[config.mk]
export PLATFORM = sky130hd
export DESIGN_NAME = llc_recv_fifo
export DESIGN_NICKNAME = d
export VERILOG_FILES = /design/src/rtl/llc_pkg.sv /design/src/rtl/llc_frame_ram.sv /design/src/rtl/llc_recv_fifo.sv
export SDC_FILE = /design/constraint.sdc
export NUM_CORES = 1
export LEC_CHECK = 0
export CAP_MARGIN = 20
export CORE_MARGIN = 2
export CORE_UTILIZATION = 35
export DETAILED_ROUTE_END_ITERATION = 10
export GPL_TIMING_DRIVEN = 0
export PLACE_DENSITY = 0.53
export REMOVE_ABC_BUFFERS = 1
export SLEW_MARGIN = 10
export SYNTH_ARGS = -nofsm -noshare
export SYNTH_HDL_FRONTEND = slang
export SYNTH_HIERARCHICAL = 1
export SYNTH_SLANG_ARGS = --single-unit
[constraint.sdc]
create_clock -name clock -period 16.3 [get_ports clock]
set_input_delay 1.63 -clock clock [delete_from_list [all_inputs] [get_ports clock]]
set_output_delay 1.63 -clock clock [all_outputs]
set_load 0.05 [all_outputs]
[src/rtl/llc_pkg.sv]
// Shared CAN/LLC constants: field widths and the layout of one stored receive frame.
package llc_pkg;

  localparam int CAN_IDW   = 29;
  localparam int CAN_DATAW = 64;
  localparam int CAN_DLCW  = 4;

  // Stored entry layout, MSB first: {id, ide, rtr, dlc, data}.
  localparam int FRAME_W      = CAN_IDW + 1 + 1 + CAN_DLCW + CAN_DATAW;
  localparam int FRAME_DLC_LO = CAN_DATAW;
  localparam int FRAME_RTR    = CAN_DATAW + CAN_DLCW;
  localparam int FRAME_IDE    = CAN_DATAW + CAN_DLCW + 1;
  localparam int FRAME_ID_LO  = CAN_DATAW + CAN_DLCW + 2;

  function automatic int frame_width(input int idw, input int dataw);
    return idw + 2 + CAN_DLCW + dataw;
  endfunction

endpackage

[src/rtl/llc_frame_ram.sv]
// DEPTH x W register array: one synchronous write port, one combinational read port.
module llc_frame_ram #(
  parameter int DEPTH = 4,
  parameter int W     = 98,
  localparam int AW   = $clog2(DEPTH)
) (
  input  logic          clock,
  input  logic          we,
  input  logic [AW-1:0] waddr,
  input  logic [W-1:0]  wdata,
  input  logic [AW-1:0] raddr,
  output logic [W-1:0]  rdata
);

  logic [W-1:0] mem [DEPTH];

  // NOTE: storage has no reset; the top masks the read data while the FIFO is empty,
  // so stale contents are never observable and the array can map to plain flops/RAM.
  always_ff @(posedge clock) begin
    if (we) mem[waddr] <= wdata;
  end

  assign rdata = mem[raddr];

endmodule

[src/rtl/llc_recv_fifo.sv]
// Receive-frame FIFO behind llc_fsm2: one entry per activrreg window, CPU pops the head.
module llc_recv_fifo
  import llc_pkg::*;
#(
  parameter int DEPTH = 4,
  parameter int IDW   = CAN_IDW,
  parameter int DATAW = CAN_DATAW,
  localparam int CW   = $clog2(DEPTH + 1)
) (
  input  logic             clock,
  input  logic             reset,
  input  logic             activrreg,
  input  logic [IDW-1:0]   rec_id,
  input  logic             rec_ide,
  input  logic             rec_rtr,
  input  logic [3:0]       rec_dlc,
  input  logic [DATAW-1:0] rec_data,
  input  logic             pop,
  input  logic             clrovf,
  output logic [IDW-1:0]   rd_id,
  output logic             rd_ide,
  output logic             rd_rtr,
  output logic [3:0]       rd_dlc,
  output logic [DATAW-1:0] rd_data,
  output logic [CW-1:0]    count,
  output logic             empty,
  output logic             full,
  output logic             ovf,
  output logic             irq
);

  localparam int FW = frame_width(IDW, DATAW);
  localparam int AW = $clog2(DEPTH);
  localparam logic [CW-1:0] DEPTH_C = CW'(DEPTH);

  logic          activrreg_d;
  logic [AW-1:0] wptr, rptr;
  logic          push, do_pop, accept, drop;
  logic [FW-1:0] wframe, rframe, head;

  assign empty = (count == '0);
  assign full  = (count == DEPTH_C);

  // A pop on a full FIFO frees the slot at the same edge, so a coincident push is accepted.
  assign push   = activrreg & ~activrreg_d;
  assign do_pop = pop & ~empty;
  assign accept = push & (~full | pop);
  assign drop   = push & full & ~pop;

  assign wframe = {rec_id, rec_ide, rec_rtr, rec_dlc, rec_data};

  llc_frame_ram #(.DEPTH(DEPTH), .W(FW)) u_ram (
    .clock (clock),
    .we    (accept),
    .waddr (wptr),
    .wdata (wframe),
    .raddr (rptr),
    .rdata (rframe)
  );

  // NOTE: non-blocking assignments for every register, so all state updates see
  // the pre-edge values of count/pointers regardless of statement order.
  always_ff @(posedge clock) begin
    if (reset) begin
      activrreg_d <= 1'b0;
      wptr        <= '0;
      rptr        <= '0;
      count       <= '0;
      ovf         <= 1'b0;
      irq         <= 1'b0;
    end else begin
      activrreg_d <= activrreg;
      irq         <= accept;
      if (accept) wptr <= wptr + 1'b1;
      if (do_pop) rptr <= rptr + 1'b1;
      case ({accept, do_pop})
        2'b10:   count <= count + 1'b1;
        2'b01:   count <= count - 1'b1;
        default: count <= count;
      endcase
      if (drop)        ovf <= 1'b1;
      else if (clrovf) ovf <= 1'b0;
    end
  end

  // NOTE: head gets a default before the conditional override, so no latch is inferred.
  always_comb begin
    head = '0;
    if (!empty) head = rframe;
  end

  assign rd_data = head[DATAW-1:0];
  assign rd_dlc  = head[DATAW+3:DATAW];
  assign rd_rtr  = head[DATAW+4];
  assign rd_ide  = head[DATAW+5];
  assign rd_id   = head[FW-1:DATAW+6];

endmodule

**Word-level counts from Yosys, hierarchy flattened**

Memories as Yosys holds them, arrays and structs flattened. A register that Yosys moved wholly into a read port is not among the register bits.
Index checks and enable logic that the tools add are counted.

- Register bits: 10
- RAM bits: 396
- Logic and storage cells: 35
- Memories kept: 1

Memories:

| name | depth | width | read ports | clocked after Yosys merged registers in | write ports | line | text |
|---|---|---|---|---|---|---|---|
| u_ram.mem | 4 | 99 | 1 | 1 | 1 | llc_frame_ram.sv:15 | `logic [W-1:0] mem [DEPTH];` |

- Add/subtract/negate cells: 4
- Eq/ne operators: 3
- Muxes and demuxes: 8
- Bitwise operators: 10
- Reductions and logical operators: 3

Operator list:

| cell | number |
|---|---|
| two-way mux 99 bit | 1 |
| case mux 3 bit (2 select lines) | 1 |
| AND 1 bit | 5 |
| adder 2 x 1 -> 2 bit (second input constant) | 2 |
| two-way mux 1 bit | 4 |
| two-way mux 2 bit | 2 |
| inverter 1 bit | 4 |
| nonzero test 2 bit | 2 |
| adder 3 x 1 -> 3 bit (second input constant) | 1 |
| == test 3 bit (second input constant) | 1 |
| zero test 3 bit | 1 |
| subtractor 3 x 1 -> 3 bit (second input constant) | 1 |
| == test 2 x 1 -> 1 bit (second input constant) | 1 |
| == test 2 bit (second input constant) | 1 |
| OR 1 bit | 1 |

**Logic depth before layout (Yosys ltp)**

Gate-level depths: netlist of run 1.

- Depth in word-level cells: 6
- Gate-level depth with buffers: 8
- Mapped depth without buffers: 8

**By module**

The synthesis of run 1 kept the hierarchy.

Modules (own cells, without submodules):

| module | instances | cells an instance | area each (µm²) | seq. area each (µm²) |
|---|---|---|---|---|
| llc_frame_ram | 1 | 521 | 14,281.2 | 11,891.4 |
| llc_recv_fifo | 1 | 161 | 1,143.6 | 200.2 |

**Worst setup path before layout of run 1**

No wires, ideal clock.

- Path type: input port to flip-flop
- Start point: input port activrreg
- End point: memory u_ram/mem[0][0] (netlist bit), enable pin
- Setup time: 698 ps
- Arrival: 9,213 ps
- Required time: 15,602 ps
- Setup slack: 6,390 ps
- Stages: 4
- Path through: nand2b_1 or2_2 inv_2 nor3b_1

- Longest elaborated chain between the ends: 4

Ends and longest elaborated chain:

| item | line | text |
|---|---|---|
| from (decl) | llc_recv_fifo.sv:12 | `input logic activrreg,` |
| AND 1 bit | llc_recv_fifo.sv:45 | `assign push = activrreg & ~activrreg_d;` |
| AND 1 bit | llc_recv_fifo.sv:47 | `assign accept = push & (~full \| pop);` |
| net accept | llc_recv_fifo.sv:38 | `logic push, do_pop, accept, drop;` |
| two-way mux 1 bit | llc_frame_ram.sv:20 | `if (we) mem[waddr] <= wdata;` |
| two-way mux 1 bit (implied by the code) | llc_frame_ram.sv:20 |  |
| to (decl) | llc_frame_ram.sv:15 |  |

The timed path passes the listed nets, and every way through them passes these cells.

**Worst setup path in the final report of run 1**

- Start point: register count[0]
- End point: output port empty

- Longest elaborated chain between the ends: 1

Ends and longest elaborated chain:

| item | line | text |
|---|---|---|
| from (decl) | llc_recv_fifo.sv:25 | `output logic [CW-1:0] count,` |
| from (signal assigned) | llc_recv_fifo.sv:77 | `2'b10: count <= count + 1'b1;` |
| from (signal assigned) | llc_recv_fifo.sv:78 | `2'b01: count <= count - 1'b1;` |
| from (signal assigned) | llc_recv_fifo.sv:79 | `default: count <= count;` |
| zero test 3 bit | llc_recv_fifo.sv:41 | `assign empty = (count == '0);` |
| to (decl) | llc_recv_fifo.sv:26 | `output logic empty,` |

Every way passes these cells.

==> flow_summary.toml, run 1 <==
[clocking]
library_cell_used_as_clock_root_buffer = "sky130_fd_sc_hd__clkbuf_16"
postCtsSetupRepairBufs = 0
hold_buffers_post_cts = 0
cts.sink_count = 406
cts_max_level = 2
cts_tree = "done"
cts_inserted_buffers = 45
bufs_on_longest_clock_path = 3
clkTransAtPathRegs_ns = 0.06
clock_latency_ns = 0.56
cts_repair_resize_count = 0

[detailed_routing]
drt_iter0_markers = 341
num_vias = 7408
drcViolationCount = 0
route.antenna.remaining_nets = 0
via_per_inst = 4.740
wire_per_inst_um = 20.34
drt-total-wl_um = 31800
detailedRoute.firstPassIterationCount = 4

[logic_synthesis]
mappedNetlistArea_um2 = 15420
postSynthCellCount = 682
yosys_register_bits = 406
ys_async_sr_fraction_pct = 0
post_synth_main_area_contributors = "sky130_fd_sc_hd__edfxtp_1, sky130_fd_sc_hd__mux4_2, sky130_fd_sc_hd__nor2b_1, sky130_fd_sc_hd__dfxtp_1, sky130_fd_sc_hd__buf_2"
syn-mean-instance-area_um2 = 22.62
synth_largest_type_area_fraction_pct = 77.09
synth_seq_area_share_pct = 78.39
synthDistinctLibCells = 32
yosys_warnings = 6
synth_enable_flop_cells = 396
synthFlopType = "sky130_fd_sc_hd__edfxtp_1"
largest_area_contributor_in_the_synthesized_netlist = "sky130_fd_sc_hd__edfxtp_1"

[critical_path]
cp_slowest_cell = "sky130_fd_sc_hd__clkdlybuf4s50_1"
critical_path_class = "register to output pin"
end_kind = "output pin"
worst_reg2reg_path_startpoint = "count[0]$_SDFFE_PP0P_"
timing.critical_path.required_ns = 14.67
path_max_fanout = 10
sequence_of_cells_on_the_critical_path = "nor3_2 > buf_6 > buf_6 > buf_4 > buf_6 > clkdlybuf4s50_1"
reg2reg_slack_ns = 13.59
worstReg2RegEnd = "u_ram/mem[0][95]$_DFFE_PP_"
worst-r2r-cell-count = 8
cp_startpoint_kind = "register"
worst_ep_arrival_time_ns = 3.11
path_common_cell = "sky130_fd_sc_hd__buf_6"
cp_slowest_stage_delay_ns = 0.81

[floorplanning]
fp-row-count = 76
dieHeight_um = 213.9
ioPinCount = 210
dieArea_um2 = 45770
floorplan.core_area_um2 = 43270
initial_core_util_pct = 35.65
die_width_um = 213.9

[hold_path]
hold_depth = 2
hp-class = "register to register"
holdPathEnd = "ovf$_SDFFE_PP0P_"
startpoint_of_the_lowest_slack_hold_path = "ovf$_SDFFE_PP0P_"

[timing]
max_slew_margin_vs_limit_pct = 46.02
max_slew.worst_pin.slew_ns = 0.8097
finalHoldWorstSlack_ns = 0.4707
layout_worst_path_cycle_share_pct = 29.05
max_freq_mhz = 211.2
setup_repair_after_global_routing_missed_its_margin = "false"
setup_viol_count_final = 0
drv_slew = 0
hold_violations = 0
min_period_ns = 4.735
largest_clock_skew_in_the_final_design_ns = 0.01563

[cells_and_area]
share_of_layout_cells_above_drive_strength_1_pct = 21.31
layout.cell_area.non_filler_um2 = 20000
fin_cells = 1563
fin_nets = 1046
final_util_pct = 46.21
syn2layout_area_growth_pct = 29.63
num-fill-cells = 3686

[placement]
dpl-instance-area_um2 = 18630
numPortBuffers = 209
routabilityCongestion = 0.6733
dp.final_hpwl_um = 19860
place_inst = 1478

[global_route]
grt_max_degree = 41
total_overflow_reported_by_the_global_router = 0
grt_pass1_vias = 7890
initial_antenna_violation_count = 6
groute.usage.overall_pct = 14.11
grt_pass1_wl_um = 49220

[power]
power.static_leakage_uw = 0.006239
power_per_cell_area_nw_per_um2 = 183.8
irDropWorstVdd_uv = 100.8

[job]
maxCapViolCount = 0

[run_status]
outcome = "finished clean"
[cells in the mapped netlist (2+ instances only)]
cell,n
sky130_fd_sc_hd__nor2_1,7
sky130_fd_sc_hd__dfxtp_1,10
sky130_fd_sc_hd__edfxtp_1,396
sky130_fd_sc_hd__inv_1,4
sky130_fd_sc_hd__clkbuf_1,10
sky130_fd_sc_hd__buf_2,20
sky130_fd_sc_hd__nor3b_1,3
sky130_fd_sc_hd__xor2_1,3
sky130_fd_sc_hd__nand2b_1,2
sky130_fd_sc_hd__and3b_1,2
sky130_fd_sc_hd__a21oi_1,4
sky130_fd_sc_hd__mux4_2,99
sky130_fd_sc_hd__nor2b_1,102
sky130_fd_sc_hd__buf_8,2
[cell usage in the layout (no fill, tap or decap), drive strengths merged, types with 4 or more instances in the layout]
master         instances
edfxtp               396
clkdlybuf4s50        209
nor2b                102
mux4                  99
clkbuf                61
buf                   36
clkinv                19
dfxtp                 10
nor2                   7
inv                    6
a21oi                  4
[stage by stage]
| step | setup TNS [ns] | total power, uW | setup WS, ns |
|---|---|---|---|
| after floorplan | 0 | 2267 | 6.319 |
| after global placement | -122.85 | 2880 | -1.249 |
| after detailed placement | 0 | 2797 | 11.86 |
| after CTS | 0 | 3746 | 11.46 |
| after global routing | 0 | 3843 | 11.36 |
| final | 0 | 3676 | 11.56 |
[layout make-up]
| cell class | count | area, um^2 | share of cell area (%) |
|---|---|---|---|
| Antenna cell | 2 | 5.005 | 0.02503 |
| Tap cell | 585 | 732.0 | 3.661 |
| Clock buffer | 61 | 1229 | 6.145 |
| Multi-Input combinational cell | 237 | 3151 | 15.76 |
| Timing Repair Buffer | 245 | 2628 | 13.14 |
| Clock inverter | 22 | 133.9 | 0.6695 |
| Inverter | 5 | 18.77 | 0.09386 |
| Sequential cell | 406 | 12100 | 60.51 |
[registers in the layout, indices dropped and copies added, names as in the netlist]
name and cells:
rptr 2, u_ram/mem 396, activrreg_d 1, ovf 1, wptr 2, irq 1
count 3
[critical path: cells and delay by family, from the launching register on]
kind | cells | cell delay (ns)
buf+inv | 5 | 1.58
simple gates | 1 | 0.56
flops | 1 | 0.40
[power breakdown]
part	internal [uW]	total (uW)	leakage [uW]	switching (uW)
sequential	1210	1230	0.00370	28.5
clock	544	932	0.000668	389
combinational	573	1510	0.00187	936
total	2320	3680	0.00624	1350
[routing by layer]
| metal | part of all wire [%] | wire length (um) | GRT usage, % | vias to the layer above |
|---|---|---|---|---|
| li1 | - | - | - | 3308 |
| met1 | 44 | 13950 | 19.04 | 3860 |
| met2 | 47 | 14930 | 21.66 | 182 |
| met4 | 1.8 | 575 | 4.312 | 8 |
| met3 | 7.2 | 2284 | 4.786 | 50 |
| met5 | 0.16 | 50 | 0 | - |
[logic make-up after synthesis]
logic type,after synthesis,synth area share [%]
compound gates,7,0.2433
xor+xnor,3,0.1704
fa+ha+maj,2,0.2109
mux,101,14.63
simple gates,124,5.029
flops,406,78.39
buf+inv,39,1.330
[how the worst max path moves through the flow]
stage | from | endpoint | slack [ns] | cells past startpoint
5_1_grt | count[2]$_SDFFE_PP0P_ | empty | 11.36 | 6
3_5_place_dp | pop | u_ram/mem[0][62]$_DFFE_PP_ | 11.86 | 9
2_1_floorplan | count[0]$_SDFFE_PP0P_ | rd_data[0] | 6.32 | 2
3_3_place_gp | pop | u_ram/mem[0][62]$_DFFE_PP_ | -1.25 | 5
6_report | count[0]$_SDFFE_PP0P_ | empty | 11.56 | 6
4_1_cts | count[0]$_SDFFE_PP0P_ | empty | 11.46 | 6
Note: power is estimated with default switching activity, not from simulation.
==> inputs of run 2 (changes only) <==
PLACE_DENSITY = 0.55   (was 0.53)
clock period = 3.81 ns   (was 16.3 ns; I/O delays follow)
==> flow_summary.toml, run 2 (same netlist as run 1, synthesis figures left out) <==
[power]
power.static_leakage_uw = 0.006271
p_int_uw = 10200
power.share.combinational_pct = 40.0
p_total_uw = 16030
netSwitchingFraction_pct = 36.38
switching_component_of_the_power_uw = 5832
seqPwrFrac_pct = 33.1
clock_power_share_pct = 27.0
irDropWorstVdd_uv = 507.1
power_per_cell_area_nw_per_um2 = 798.5

[timing]
min_period_ns = 3.579
hold_violations = 0
largest_clock_skew_in_the_final_design_ns = 0.02329
timing.setup.tns_ns = 0
max_freq_mhz = 279.4
setup_repair_after_global_routing_missed_its_margin = "false"
max_slew_margin_vs_limit_pct = 56.76
drv_slew = 0
max_slew.worst_pin.slew_ns = 0.6451
layout_worst_path_cycle_share_pct = 93.95
setup_viol_count_final = 0

[detailed_routing]
via_per_inst = 4.764
drt_iter0_markers = 333
drcViolationCount = 0
num_vias = 7432
wire_per_inst_um = 20.64
detailedRoute.firstPassIterationCount = 4
drt-total-wl_um = 32200
route.antenna.remaining_nets = 0

[clocking]
clock_latency_ns = 0.57
bufs_on_longest_clock_path = 3
cts_repair_resize_count = 0
library_cell_used_as_clock_root_buffer = "sky130_fd_sc_hd__clkbuf_16"
hold_buffers_post_cts = 0
clkTransAtPathRegs_ns = 0.06
postCtsSetupRepairBufs = 0
cts_tree = "done"
cts.sink_count = 406
cts_inserted_buffers = 44
cts_max_level = 2

[cells_and_area]
layout.cells.most_common = "sky130_fd_sc_hd__edfxtp_1"
fin_nets = 1045
syn2layout_area_growth_pct = 30.15
fin_cells = 1560
largest_reg_flops = 396
layout.cell_area.non_filler_um2 = 20080
share_of_layout_cells_above_drive_strength_1_pct = 21.85
mostFrequentLayoutCells = "sky130_fd_sc_hd__edfxtp_1, sky130_fd_sc_hd__clkdlybuf4s50_1, sky130_fd_sc_hd__nor2b_1"
inserted_diodes = 0
registers_with_the_most_flip_flops = "u_ram/mem x396, count x3"
largest-register = "u_ram/mem"

[placement]
place_inst = 1478
dp.final_hpwl_um = 19950
numPortBuffers = 209
routabilityCongestion = 0.6794
dpl-instance-area_um2 = 18590

[global_route]
total_overflow_reported_by_the_global_router = 0
groute.usage.overall_pct = 14.13
grt_pass1_wl_um = 48930
grt_max_degree = 51
initial_antenna_violation_count = 2
grt_pass1_vias = 8091

[floorplanning]
floorplan.core_area_um2 = 43270
die_width_um = 213.9
initial_core_util_pct = 35.65
dieHeight_um = 213.9
ioPinCount = 210
fp-row-count = 76
dieArea_um2 = 45770

[run_status]
outcome = "finished clean"

[critical_path]
path_max_fanout = 11
critical_path_class = "register to output pin"
timing.critical_path.required_ns = 3.43
worst_ep_arrival_time_ns = 3.20
end_kind = "output pin"
cp_startpoint_kind = "register"

[hold_path]
hp-class = "input port to register"

[job]
maxCapViolCount = 0
-- run 2: cell count changes in the layout (fill, tap and decap cells not counted), sizes merged --
| cell | previous run | this run |
|---|---|---|
| bufinv | 1 | 6 |
| clkbuf | 61 | 54 |
| clkinv | 19 | 17 |
| clkinvlp | 1 | 4 |
| diode | 2 | 0 |
-- run 2: cell type report --
cell class,count,area [um^2]
Clock buffer,54,1181
Clock inverter,28,307.8
Fill cell,3668,23190
Inverter,5,18.77
Multi-Input combinational cell,237,3151
Sequential cell,406,12100
Tap cell,585,732.0
Timing Repair Buffer,245,2586
-- run 2: path summary, 6_finish.rpt --
kind	to	from	slack [ns]	cells past startpoint
max	rd_id[3]	count[2]$_SDFFE_PP0P_	0.23	7
max reg2reg	u_ram/mem[0][5]$_DFFE_PP_	count[1]$_SDFFE_PP0P_	1.15	8
min	activrreg_d$_SDFF_PP0_	activrreg	0.41	2
min reg2reg	ovf$_SDFFE_PP0P_	ovf$_SDFFE_PP0P_	0.47	2
-- run 2: per-layer routing --
| metal | GRT usage [%] | up-vias | routed length [um] |
|---|---|---|---|
| met3 | 4.033 | 56 | 1945 |
| met5 | 0 | - | 29 |
| met4 | 4.662 | 4 | 730 |
| met1 | 18.78 | 3888 | 14270 |
| met2 | 22.46 | 180 | 15220 |
| li1 | - | 3304 | - |
-- run 2: stage by stage --
stage | hold WS [ns] | setup WS [ns] | util [%]
floorplan | 0.4501 | -5.258 | -
global placement | 0.4597 | -12.58 | 41.75
detailed placement | 0.4683 | 0.6745 | 42.96
CTS | 0.3765 | 0.1253 | 46.40
global route | 0.4002 | 0.06559 | 46.40
finish | 0.4095 | 0.2306 | 46.40
-- run 2: critical path, stage by stage, from the launching register on --
cell	delay (ns)
sky130_fd_sc_hd__dfxtp_1	0.38
sky130_fd_sc_hd__nor3_2	0.58
sky130_fd_sc_hd__buf_4	0.30
sky130_fd_sc_hd__buf_4	0.22
sky130_fd_sc_hd__buf_6	0.16
sky130_fd_sc_hd__buf_4	0.20
sky130_fd_sc_hd__nor2b_1	0.08
sky130_fd_sc_hd__clkdlybuf4s50_1	0.71
-- run 2: power by group through the flow --
stage / logic, uW / clock network (uW) / registers (uW)
after floorplan: 2770 / 0 / 5640
after global placement: 2870 / 0 / 5670
after detailed placement: 6530 / 0 / 5400
after CTS: 6550 / 4450 / 5310
after global routing: 6740 / 4640 / 5330
final: 6410 / 4320 / 5300
==> inputs of run 3 (changes only) <==
--- a/config.mk
+++ b/config.mk
@@ -6,4 +6,5 @@
 export NUM_CORES = 1
 export LEC_CHECK = 0
+export ABC_AREA = 0
 export CAP_MARGIN = 20
 export CORE_MARGIN = 2
@@ -11,5 +12,5 @@
 export DETAILED_ROUTE_END_ITERATION = 10
 export GPL_TIMING_DRIVEN = 0
-export PLACE_DENSITY = 0.55
+export PLACE_DENSITY = 0.53
 export REMOVE_ABC_BUFFERS = 1
 export SLEW_MARGIN = 10
==> constraint.sdc (replaced) <==
create_clock -name clock -period 4.6 [get_ports clock]
set_input_delay 0.46 -clock clock [delete_from_list [all_inputs] [get_ports clock]]
set_output_delay 0.46 -clock clock [all_outputs]
set_load 0.1 [all_outputs]
==> results of run 3 <==
Same layout as run 1 (identical final DEF). Status: finished clean.
Main changes from that run: setup slack after placement 11.86 ns -> 1.209 ns; setup slack after layout 11.56 ns -> 0.7036 ns; register-to-register setup slack 13.59 ns -> 1.89 ns
Power of run 3 is left out: the tool's default activity adds up to more than one toggle a clock period on the data nets, which glitch-free logic cannot reach.
